==> src/rtl/jpeg_sof_gen.sv <==
// Baseline JPEG SOF0 segment generator: streams the 19-byte marker segment for a
// latched frame config over valid/ready and reports the MCU grid for that frame.
module jpeg_sof_gen (
  input  logic        clk,
  input  logic        rst,
  input  logic        start,
  input  logic [15:0] cfg_width,
  input  logic [15:0] cfg_height,
  input  logic        cfg_411,
  input  logic [1:0]  cfg_y_qt,
  input  logic [1:0]  cfg_cr_qt,
  input  logic [1:0]  cfg_cb_qt,
  output logic        out_valid,
  output logic [7:0]  out_data,
  output logic        out_last,
  input  logic        out_ready,
  output logic        busy,
  output logic        done,
  output logic        err,
  output logic [13:0] mcu_w,
  output logic [13:0] mcu_h
);

  localparam logic [4:0] LAST_IDX = 5'd18;

  typedef enum logic {S_IDLE, S_EMIT} state_e;

  typedef struct packed {
    logic [15:0] w;
    logic [15:0] h;
    logic        s411;
    logic [1:0]  y_qt;
    logic [1:0]  cr_qt;
    logic [1:0]  cb_qt;
  } cfg_t;

  state_e      state_q, state_d;
  cfg_t        cfg_in, cfg_q, cfg_d;
  logic [4:0]  idx_q, idx_d;
  logic        vld_q, vld_d;
  logic [7:0]  data_q, data_d;
  logic        last_q, last_d;
  logic        busy_q, busy_d;
  logic        done_q, done_d;
  logic        err_q, err_d;
  logic [13:0] mcuw_q, mcuw_d;
  logic [13:0] mcuh_q, mcuh_d;

  logic        dims_ok;
  logic        accept;
  logic        hs;
  logic [4:0]  idx_nxt;

  assign cfg_in  = '{w: cfg_width, h: cfg_height, s411: cfg_411,
                     y_qt: cfg_y_qt, cr_qt: cfg_cr_qt, cb_qt: cfg_cb_qt};
  assign dims_ok = (cfg_width != 16'd0) && (cfg_height != 16'd0);
  assign accept  = (state_q == S_IDLE) && start && dims_ok;
  assign hs      = vld_q && out_ready;
  assign idx_nxt = idx_q + 5'd1;

  // Component 2 carries the Cr table and component 3 the Cb table, matching
  // the decoder parser's field mapping so headers round-trip.
  function automatic logic [7:0] seg_byte(input logic [4:0] i, input cfg_t c);
    logic [7:0] b;
    case (i)
      5'd0:    b = 8'hFF;
      5'd1:    b = 8'hC0;
      5'd2:    b = 8'h00;
      5'd3:    b = 8'h11;
      5'd4:    b = 8'h08;
      5'd5:    b = c.h[15:8];
      5'd6:    b = c.h[7:0];
      5'd7:    b = c.w[15:8];
      5'd8:    b = c.w[7:0];
      5'd9:    b = 8'h03;
      5'd10:   b = 8'h01;
      5'd11:   b = c.s411 ? 8'h22 : 8'h11;
      5'd12:   b = {6'b0, c.y_qt};
      5'd13:   b = 8'h02;
      5'd14:   b = 8'h11;
      5'd15:   b = {6'b0, c.cr_qt};
      5'd16:   b = 8'h03;
      5'd17:   b = 8'h11;
      5'd18:   b = {6'b0, c.cb_qt};
      default: b = 8'h00;
    endcase
    return b;
  endfunction

  // Ceiling division by the MCU edge (16 for 2x2 luma sampling, 8 otherwise).
  function automatic logic [13:0] mcu_dim(input logic [15:0] v, input logic s411);
    logic [13:0] r;
    if (s411) r = {2'b0, v[15:4]} + {13'b0, |v[3:0]};
    else      r = {1'b0, v[15:3]} + {13'b0, |v[2:0]};
    return r;
  endfunction

  always_ff @(posedge clk or posedge rst) begin
    if (rst) state_q <= S_IDLE;
    else     state_q <= state_d;
  end

  always_comb begin
    state_d = state_q;
    case (state_q)
      S_IDLE:  if (accept) state_d = S_EMIT;
      S_EMIT:  if (hs && last_q) state_d = S_IDLE;
      default: state_d = S_IDLE;
    endcase
  end

  always_comb begin
    cfg_d  = cfg_q;
    idx_d  = idx_q;
    vld_d  = vld_q;
    data_d = data_q;
    last_d = last_q;
    busy_d = busy_q;
    mcuw_d = mcuw_q;
    mcuh_d = mcuh_q;
    done_d = 1'b0;
    err_d  = 1'b0;
    case (state_q)
      S_IDLE: begin
        if (start) begin
          if (dims_ok) begin
            cfg_d  = cfg_in;
            idx_d  = 5'd0;
            vld_d  = 1'b1;
            busy_d = 1'b1;
            data_d = seg_byte(5'd0, cfg_in);
            last_d = 1'b0;
            mcuw_d = mcu_dim(cfg_width, cfg_411);
            mcuh_d = mcu_dim(cfg_height, cfg_411);
          end else begin
            err_d = 1'b1;
          end
        end
      end
      S_EMIT: begin
        if (hs) begin
          if (last_q) begin
            idx_d  = 5'd0;
            vld_d  = 1'b0;
            busy_d = 1'b0;
            data_d = 8'h00;
            last_d = 1'b0;
            done_d = 1'b1;
          end else begin
            idx_d  = idx_nxt;
            data_d = seg_byte(idx_nxt, cfg_q);
            last_d = (idx_nxt == LAST_IDX);
          end
        end
      end
      default: ;
    endcase
  end

  always_ff @(posedge clk or posedge rst) begin
    if (rst) begin
      cfg_q  <= '0;
      idx_q  <= 5'd0;
      vld_q  <= 1'b0;
      data_q <= 8'h00;
      last_q <= 1'b0;
      busy_q <= 1'b0;
      done_q <= 1'b0;
      err_q  <= 1'b0;
      mcuw_q <= 14'd0;
      mcuh_q <= 14'd0;
    end else begin
      cfg_q  <= cfg_d;
      idx_q  <= idx_d;
      vld_q  <= vld_d;
      data_q <= data_d;
      last_q <= last_d;
      busy_q <= busy_d;
      done_q <= done_d;
      err_q  <= err_d;
      mcuw_q <= mcuw_d;
      mcuh_q <= mcuh_d;
    end
  end

  assign out_valid = vld_q;
  assign out_data  = data_q;
  assign out_last  = last_q;
  assign busy      = busy_q;
  assign done      = done_q;
  assign err       = err_q;
  assign mcu_w     = mcuw_q;
  assign mcu_h     = mcuh_q;

endmodule

==> config.mk <==
export PLATFORM = sky130hd
export DESIGN_NAME = jpeg_sof_gen
export DESIGN_NICKNAME = d
export VERILOG_FILES = /design/src/rtl/jpeg_sof_gen.sv
export SDC_FILE = /design/constraint.sdc
export NUM_CORES = 1
export LEC_CHECK = 0
export ABC_AREA = 0
export ABC_CLOCK_PERIOD_IN_PS = 3140
export CAP_MARGIN = 20
export CORE_UTILIZATION = 56
export CTS_BUF_LIST = sky130_fd_sc_hd__clkbuf_2
export CTS_CLUSTER_SIZE = 40
export DETAILED_ROUTE_END_ITERATION = 10
export GPL_ROUTABILITY_DRIVEN = 0
export PLACE_DENSITY = 0.87
export SLEW_MARGIN = 20
export SYNTH_ARGS = -nofsm -noshare
export SYNTH_HDL_FRONTEND = slang
export SYNTH_SLANG_ARGS = --single-unit
==> constraint.sdc <==
create_clock -name clk -period 3.14 [get_ports clk]
set_input_delay 0.628 -clock clk [delete_from_list [all_inputs] [get_ports clk]]
set_output_delay 0.628 -clock clk [all_outputs]
set_load 0.05 [all_outputs]
======== Word-level counts from Yosys, hierarchy flattened ========
Cells that the tools add are included.
storage, ports and cells
  register bits after elaboration ......... 85
  input bits .............................. 43
  output and inout port bits .............. 41
  word-level logic and storage cells ...... 92
cells by class
  $add $sub $neg .......................... 5
  eq/ne operators ......................... 21
  multiplexer cells ....................... 33
  bitwise operators ....................... 1
  reductions and logical operators ........ 17
operator list
  kind                 count
  $pmux 8 s15          1
  $eq 5x4->1 const B   8
  $mux 8               4
  $reduce_bool 16->1   2
  $add 13x1->14        2
  $mux 14              2
  $add 12x1->13        2
  $eq 5x3->1 const B   4
  $mux 5               4
  $mux 1               16
  $pmux 8 s2           1
  $eq 5x5->1 const B   3
  $pmux 5 s2           1
  $reduce_or 3->1      3
  $reduce_or 4->1      2
  $mux 6               1
  $pmux 1 s2           3
  $reduce_and 3->1     2
  $add 5x1->5 const B  1
  $eq 5x1->1 const B   1
  $eq 5x2->1 const B   1
  $logic_and 1x1->1    5
  $logic_not 5->1      1
  $ne 2x1->1 const B   2
  4 further kinds      5

======== Logic depth before layout (Yosys ltp) ========
Gate-level depths: netlist of run 1.
  depth after elaboration ................. 7
  gate-level depth with buffers ........... 10
  gate-level depth less buffers ........... 10

======== Worst setup path before layout of run 1 ========
No wires, ideal clock.
  path type ............................... input -> register
  start ................................... input cfg_width[1]
  end ..................................... register mcuw_q[8] (netlist: mcu_w[8])
  library setup time ...................... 0.095 ns
  data arrival time ....................... 2.357 ns
  data required time ...................... 3.045 ns
  slack ................................... 0.687 ns
  stages on the path ...................... 9
  path buffers ............................ 0
  cells stage by stage .................... or3_1 -> or2_1 -> ha_1 -> ha_1 -> nand3_1 -> nor2_1 -> a21oi_1 -> o32ai_1 -> o31ai_1
on the way
  cells in the longest elaborated chain, start to end .. 3
  elaborated cells on any way between the ends .. 8
  those cells by class .................... add/sub (2); mux (1); reduce/logical (5)
RTL lines
  element                                        line  RTL
  from (decl)                                    7     input logic [15:0] cfg_width,
  $reduce_or 4->1, or another cell as far along  93    if (s411) r = {2'b0, v[15:4]} + {13'b0, |v[3:0]};
  $add 12x1->13, or another cell as far along    93
  $mux 14 or $reduce_and 3->1 (tied branches)    n/a
  to (signal assigned)                           181   mcuw_q <= mcuw_d;
  to (decl)                                      46    logic [13:0] mcuw_q, mcuw_d;
Parallel ways exist; a longest one is shown, timed or not.
A chain may end at the register's enable or synchronous reset.

======== Worst setup path in the final report of run 1 ========
  start ................................... register idx_q[3]
  end ..................................... register data_q[2] (netlist: out_data[2])
on the way
  cells in the longest elaborated chain, start to end .. 7
  elaborated cells on any way between the ends .. 25
  those cells by class .................... add/sub (1); eq/ne (17); mux (4); reduce/logical (3)
RTL lines
  element                                                              line  RTL
  from (decl)                                                          39    logic [4:0] idx_q, idx_d;
  from (signal assigned)                                               174   idx_q <= idx_d;
  $add 5x1->5 *                                                        59    assign idx_nxt = idx_q + 5'd1;
  $eq 5x5->1, or another cell as far along                             65    case (i)
  $reduce_or 3->1 (no source line) or $reduce_or 2->1 (tied branches)  n/a
  $pmux 8 s15 *                                                        65
  $mux 8 *                                                             142   if (last_q) begin
  $mux 8 *                                                             141   if (hs) begin
  $pmux 8 s2 *                                                         123   case (state_q)
  to (signal assigned)                                                 176   data_q <= data_d;
  to (decl)                                                            41    logic [7:0] data_q, data_d;
Mark *: on every way between the ends. The rest lies on a longest branch, timed or not. The select of a mux whose other input is x is not followed.

==> results.md, run 1 <==
* Critical path arrival at around 3.1 ns
* HPWL after DPL at 10100 um
* CP peak stage delay at between 0.7 and 0.8 ns
* Initial antenna violation count at 0
* CTS resizes at 0
* Final critical-path share of the clock period at a little under nine tenths
* Netlist cell types at 64
* WS Path Type: reg2reg
* Fraction of layout instances using a drive strength above 1 at under 10%
* Worst-margin pin slew at between 0.6 and 0.7 ns
* Most common flop cell mapped by yosys: dfrtp_1
* IO buf count at a little over 80
* Post-CTS Setup Bufs at 0
* Clk pwr share at ~16%
* Area share of the largest cell type after synthesis at 40.5%
* Internal at about 2200 uW
* Cell taking the most area after synthesis: dfrtp_1
* Most common cell after layout, fill and taps aside: nand2_1
* CP Max Fanout at 18
* WL/cell at 17.2 um
* CTS tree: built
* CTS Hold Buffers Added at 0
* Seq/Total Area, Yosys at 40.5%
* Multi-input gate area at about 2800 um2
* Peak VDD IR at 0.327 mV
* Cell Pwr Density at roughly 640 nW/um2
* DR iter-0 viols at 683
* Post-layout minimum cycle time at about 2.7 ns
* Gate Count Post-Synth at roughly 640
* Worst Setup Start Kind: register
* Final hold vios at 0
* Most frequent cells in the layout: nand2_1 (168), dfrtp_1 (85), clkdlybuf4s50_1 (83)
* TNS Setup at 0 ns
* Sw Share at between 40 and 50%
* Number of remaining DRC errors at 0
* Clk_lat worst skew at ~0.57 ns
* Fraction of registers with async set/reset at 100%
* RSZ-0062 raised after global routing: no
* Vias per inst at about 6.2
* Pins Over Slew Limit at 0
* CP Buf/Inv Count at 0
* Switching power at between 1500 and 2000 uW
* Synth area leaders: dfrtp_1 (40%), nand2_1 (12%), o21ai_0 (4.6%)
* Clk slew on worst S/H paths at between 0.2 and 0.3 ns
* H-tree levels at 3
* Combinational power share at between 40% and 50%
* Status: finished, final reports clean
* CP max-delay cell: dfrtp_1
* Hold slack at between 0.3 and 0.4 ns
* Post-synth EDFFs at 0
* Chip height at a little under 100 um
* Max-Cap Viols at 0
* Crit end category: register
* GR Overflow Total at 0
* Core Rows at 34
* Routed wire length at ~14000 um
* Critical Path RT at 3.57 ns
* Yosys reg bits at 85
* Highest clock rate at approximately 370 MHz
* Clock buffer count from CTS at 9
* Post-Syn Area at approximately 5300 um2
* Root Driver: clkbuf_2
* Worst Clk Skew at around 0.040 ns
* Area Overhead vs Synth at 20.7%
* Syn_nets at a little under 700
* CTS Sinks at 85
* DRT Pass-1 Iters at 6
* First-pass GRT wire length at between 20000 and 25000 um
* Register share of total power at 36.4%
* Vias at 5086
* Initial Util at about three fifths
* Ys Warns at 0
* All-Layer GR Usage at between 20% and 30%
* Antenna diodes at 0
* Worst-path cell chain: nand3_1 -> xnor2_1 -> mux2i_1 -> o21ai_1 -> o31ai_2 -> o21ai_0
* Vias in the first global route at a little under 5000
* Largest net degree at the start of global routing at 64
* Mean Syn Cell Area at 8.25 um2
* Final setup fails at 0
* Fill count at around 660
* Cell family with most CP delay: compound AO/OA/AOI/OAI gates
* Antenna violation net count after detailed routing at 0
* Sequential cell area at 2130 um2
* Die area at between 9000 and 10000 um2
* Nets at 761
* Top Ports at 84
* CORE AREA at ~8900 um2
* Slew headroom at approximately 58%
* Leakage power at 0.00275 uW
* Tightest Hold Check Type: in2async
* Worst-case clock buffer depth at 2
* Die Wd at slightly below 100 um
[final cells by class]
class | instances | area share (%)
Tap cell | 108 | 2.13
Clock buffer | 11 | 0.868
Multi-Input combinational cell | 484 | 44.0
Inverter | 16 | 0.966
Timing Repair Buffer | 109 | 17.2
Sequential cell | 85 | 33.5
Clock inverter | 5 | 1.34
[synthesized netlist by cell type (all sizes together) (3+ instances only)]
cell	number
o2bb2ai	3
nand2	168
a32o	3
nor2	29
o21ai	53
nor4	8
clkbuf	16
buf	36
nor3	6
a21o	5
o32a	3
a211oi	7
a31oi	5
and3	6
dfrtp	85
nor2b	3
o32ai	5
o31ai	7
or3	5
o211ai	5
a21oi	32
o22ai	7
nand2b	4
xor2	11
xnor2	16
o221ai	3
nor3b	4
inv	15
or2	6
nand3	20
nand4	8
ha	13
a222oi	7
mux2i	8
[worst register-to-register path, stage by stage, from the launching register on]
cell and delay, ns:
dfrtp_1 0.73, nand3_1 0.31, xnor2_1 0.48, mux2i_1 0.29, o21ai_1 0.12, o31ai_2 0.49, o21ai_0 0.17
[power groups by stage]
stage                     clock network (uW)  registers (uW)  logic (uW)
after floorplan                            0            1680        1110
after global placement                     0            1470        1800
after detailed placement                   0            1490        1860
after CTS                                663            1470        1870
after global routing                     703            1500        2050
final                                    663            1470        1910
[routing by layer]
layer  global-route usage (%)  part of all wire, %  vias to the layer above
met3                     4.54                  7.8                       47
met4                     12.7                  2.9                        0
met2                     48.7                   48                      281
met1                     38.8                   41                     2381
met5                        0                    0                        -
li1                         -                    -                     2377
[flip-flops by register name, summed over array words and instances (netlist names)]
register,cells
out_data,8
cfg_q,39
busy,1
err,1
state_q,1
mcu_h,14
out_last,1
mcu_w,14
idx_q,5
done,1
[metrics by stage]
| stage | cell area [um2] | total power (uW) | cells | worst slack (ns) | util [%] |
|---|---|---|---|---|---|
| 5_1_grt | 6340 | 4250 | 818 | 0.214 | 71.3 |
| 3_3_place_gp | 6200 | 3270 | 802 | 0.0977 | 69.8 |
| 3_5_place_dp | 6200 | 3340 | 802 | 0.0376 | 69.8 |
| 6_report | 6340 | 4040 | 818 | 0.441 | 71.3 |
| 4_1_cts | 6340 | 4000 | 818 | 0.541 | 71.3 |
| 2_1_floorplan | 5260 | 2790 | 637 | 0.319 | - |
[final timing paths]
check	start	end	slack, ns	cells after the start
min in group clk	cfg_q[1]$_DFFE_PP0P_	cfg_q[1]$_DFFE_PP0P_	0.51	2
max in group asynchronous	rst	cfg_q[36]$_DFFE_PP0P_	2.13	3
hold / removal	rst	mcu_w[1]$_DFFE_PP0P_	0.32	2
setup / recovery	idx_q[3]$_DFFE_PP0P_	out_data[2]$_DFFE_PP0P_	0.44	6
hold reg to reg	cfg_q[1]$_DFFE_PP0P_	cfg_q[1]$_DFFE_PP0P_	0.51	2
setup reg to reg	idx_q[3]$_DFFE_PP0P_	out_data[2]$_DFFE_PP0P_	0.44	6
[cells by family after synthesis]
logic type / synth area share (%)
adders and majority gates: 3.09
muxes: 1.95
and+or+nand+nor: 23.3
AOI/OAI and AO/OA: 20.0
DFF: 40.5
xor gates and xnor gates: 4.64
buffers and inverters: 6.52
Power figures use the tool's default switching activity.
==> run 2: changes to the inputs <==
--- a/config.mk
+++ b/config.mk
@@ -8,6 +8,7 @@
 export ABC_AREA = 0
 export ABC_CLOCK_PERIOD_IN_PS = 3140
 export CAP_MARGIN = 20
+export CORE_MARGIN = 3
 export CORE_UTILIZATION = 56
 export CTS_BUF_LIST = sky130_fd_sc_hd__clkbuf_2
 export CTS_CLUSTER_SIZE = 40
==> results.md, run 2 (synthesis gave the netlist of run 1 again) <==
* Status: finished, final reports clean
* IO buf count at 83
* Routed wire length at about 14000 um
* Die area at ~11000 um2
* CP Max Fanout at 18
* Nets at approximately 780
* CTS Hold Buffers Added at 0
* Area Overhead vs Synth at 21.7%
* Pins Over Slew Limit at 0
* Die Wd at a little over 100 um
* HPWL after DPL at around 11000 um
* Final instance area at between 6000 and 7000 um2
* TNS Setup at 0 ns
* RSZ-0062 raised after global routing: no
* Hold slack at roughly 0.44 ns
* Vias per inst at ~6.2
* CORE AREA at ~8900 um2
* Initial Util at between 50% and 60%
* First-pass GRT wire length at 23400 um
* Max reg flops at 39
* Cell Pwr Density at just over 600 nW/um2
* Vias in the first global route at just under 5000
* Most frequent cells in the layout: nand2_1 (168), dfrtp_1 (85), clkdlybuf4s50_1 (83)
* Top Ports at 84
* Chip height at just over 100 um
* Clock buffer count from CTS at 9
* CTS tree: built
* Antenna diodes at 0
* Post-CTS Setup Bufs at 0
* Max-Cap Viols at 0
* Fill count at between 600 and 700
* Final setup fails at 0
* Post-layout minimum cycle time at roughly 2.9 ns
* Overall power at between 3000 and 4000 uW
* DR iter-0 viols at between 500 and 600
* Clk_lat worst skew at between 0.5 and 0.6 ns
* WS Path Type: reg2reg
* Largest net degree at the start of global routing at a little over 50
* Number of remaining DRC errors at 0
* DP Area at roughly 6300 um2
* Most flop-heavy register: cfg_q
* DRT Pass-1 Iters at 6
* Most common cell after layout, fill and taps aside: nand2_1
* All-Layer GR Usage at 27.6%
* Initial antenna violation count at 0
* Critical Path RT at approximately 3.5 ns
* Antenna violation net count after detailed routing at 0
* Slew headroom at roughly half
* Tightest Hold Check Type: in2async
* Final critical-path share of the clock period at approximately nine tenths
* WL/cell at between 15 and 20 um
* Fraction of layout instances using a drive strength above 1 at 9.94%
* Final hold vios at 0
* CTS Sinks at 85
* Worst-margin pin slew at around 0.76 ns
* Highest clock rate at roughly 350 MHz
* Vias at slightly above 5000
* Leakage power at roughly 0.0028 uW
* Root Driver: clkbuf_2
* Crit end category: register
* Clk slew on worst S/H paths at 0.25 ns
* GR Overflow Total at 0
* CTS resizes at 0
* Worst Setup Start Kind: register
* Worst Clk Skew at 0.0337 ns
* H-tree levels at 3
* Critical path arrival at ~3.2 ns
* Peak VDD IR at between 0.3 and 0.4 mV
* Worst-case clock buffer depth at 2
* Core Rows at 34
==> run 2: cell types whose count changed in the layout (fill, tap and decap cells not counted), sizes merged <==
cell and change:
clkinv +1, buf +14, bufinv -1
==> run 2: through the flow <==
step / setup slack (ns) / std cells / util [%]
detailed placement: -0.181 / 816 / 70.3
global route: 0.101 / 832 / 71.6
finish: 0.272 / 832 / 71.6
floorplan: 0.319 / 637 / -
global placement: -0.0455 / 816 / 70.3
CTS: 0.353 / 832 / 71.5
==> run 2: power by group <==
group	internal, uW	leakage (uW)	switching (uW)	total (uW)
logic	707	0.00164	1200	1910
registers	1270	0.00108	207	1480
clock network	185	0.0000694	374	559
total	2160	0.00279	1780	3940
==> run 2: routing by layer <==
layer  GRT usage (%)  vias up  share of wire, %
li1                -     2398                 -
met4            8.47        0               3.1
met3            5.14       56               8.7
met5               0        -                 0
met2            44.4      311                46
met1            38.1     2415                42
==> run 2: final timing paths <==
check | slack (ns) | cells after the start | startpoint | to
max | 0.27 | 6 | idx_q[3]$_DFFE_PP0P_ | out_data[4]$_DFFE_PP0P_
max in group asynchronous | 2.00 | 3 | rst | cfg_q[16]$_DFFE_PP0P_
max reg2reg | 0.27 | 6 | idx_q[3]$_DFFE_PP0P_ | out_data[4]$_DFFE_PP0P_
min | 0.44 | 2 | rst | mcu_w[1]$_DFFE_PP0P_
min reg2reg | 0.51 | 2 | cfg_q[4]$_DFFE_PP0P_ | cfg_q[4]$_DFFE_PP0P_
min in group clk | 0.51 | 2 | cfg_q[4]$_DFFE_PP0P_ | cfg_q[4]$_DFFE_PP0P_
==> run 2: worst max-delay path, cell delays in order (launching register included) <==
cell,delay [ns]
dfrtp_1,0.77
nand3_1,0.31
xnor2_1,0.57
mux2i_1,0.30
o21ai_1,0.09
o31ai_2,0.50
o21ai_0,0.19
==> run 2: layout make-up <==
cell class / count / area (um2) / share of cell area (%)
multi-input combinational: 484 / 2800 / 43.7
clock buffer: 11 / 55.1 / 0.861
sequential: 85 / 2130 / 33.3
clock inverter: 5 / 51.3 / 0.802
timing repair buffer: 123 / 1170 / 18.3
tap: 108 / 135 / 2.11
inverter: 16 / 61.3 / 0.959
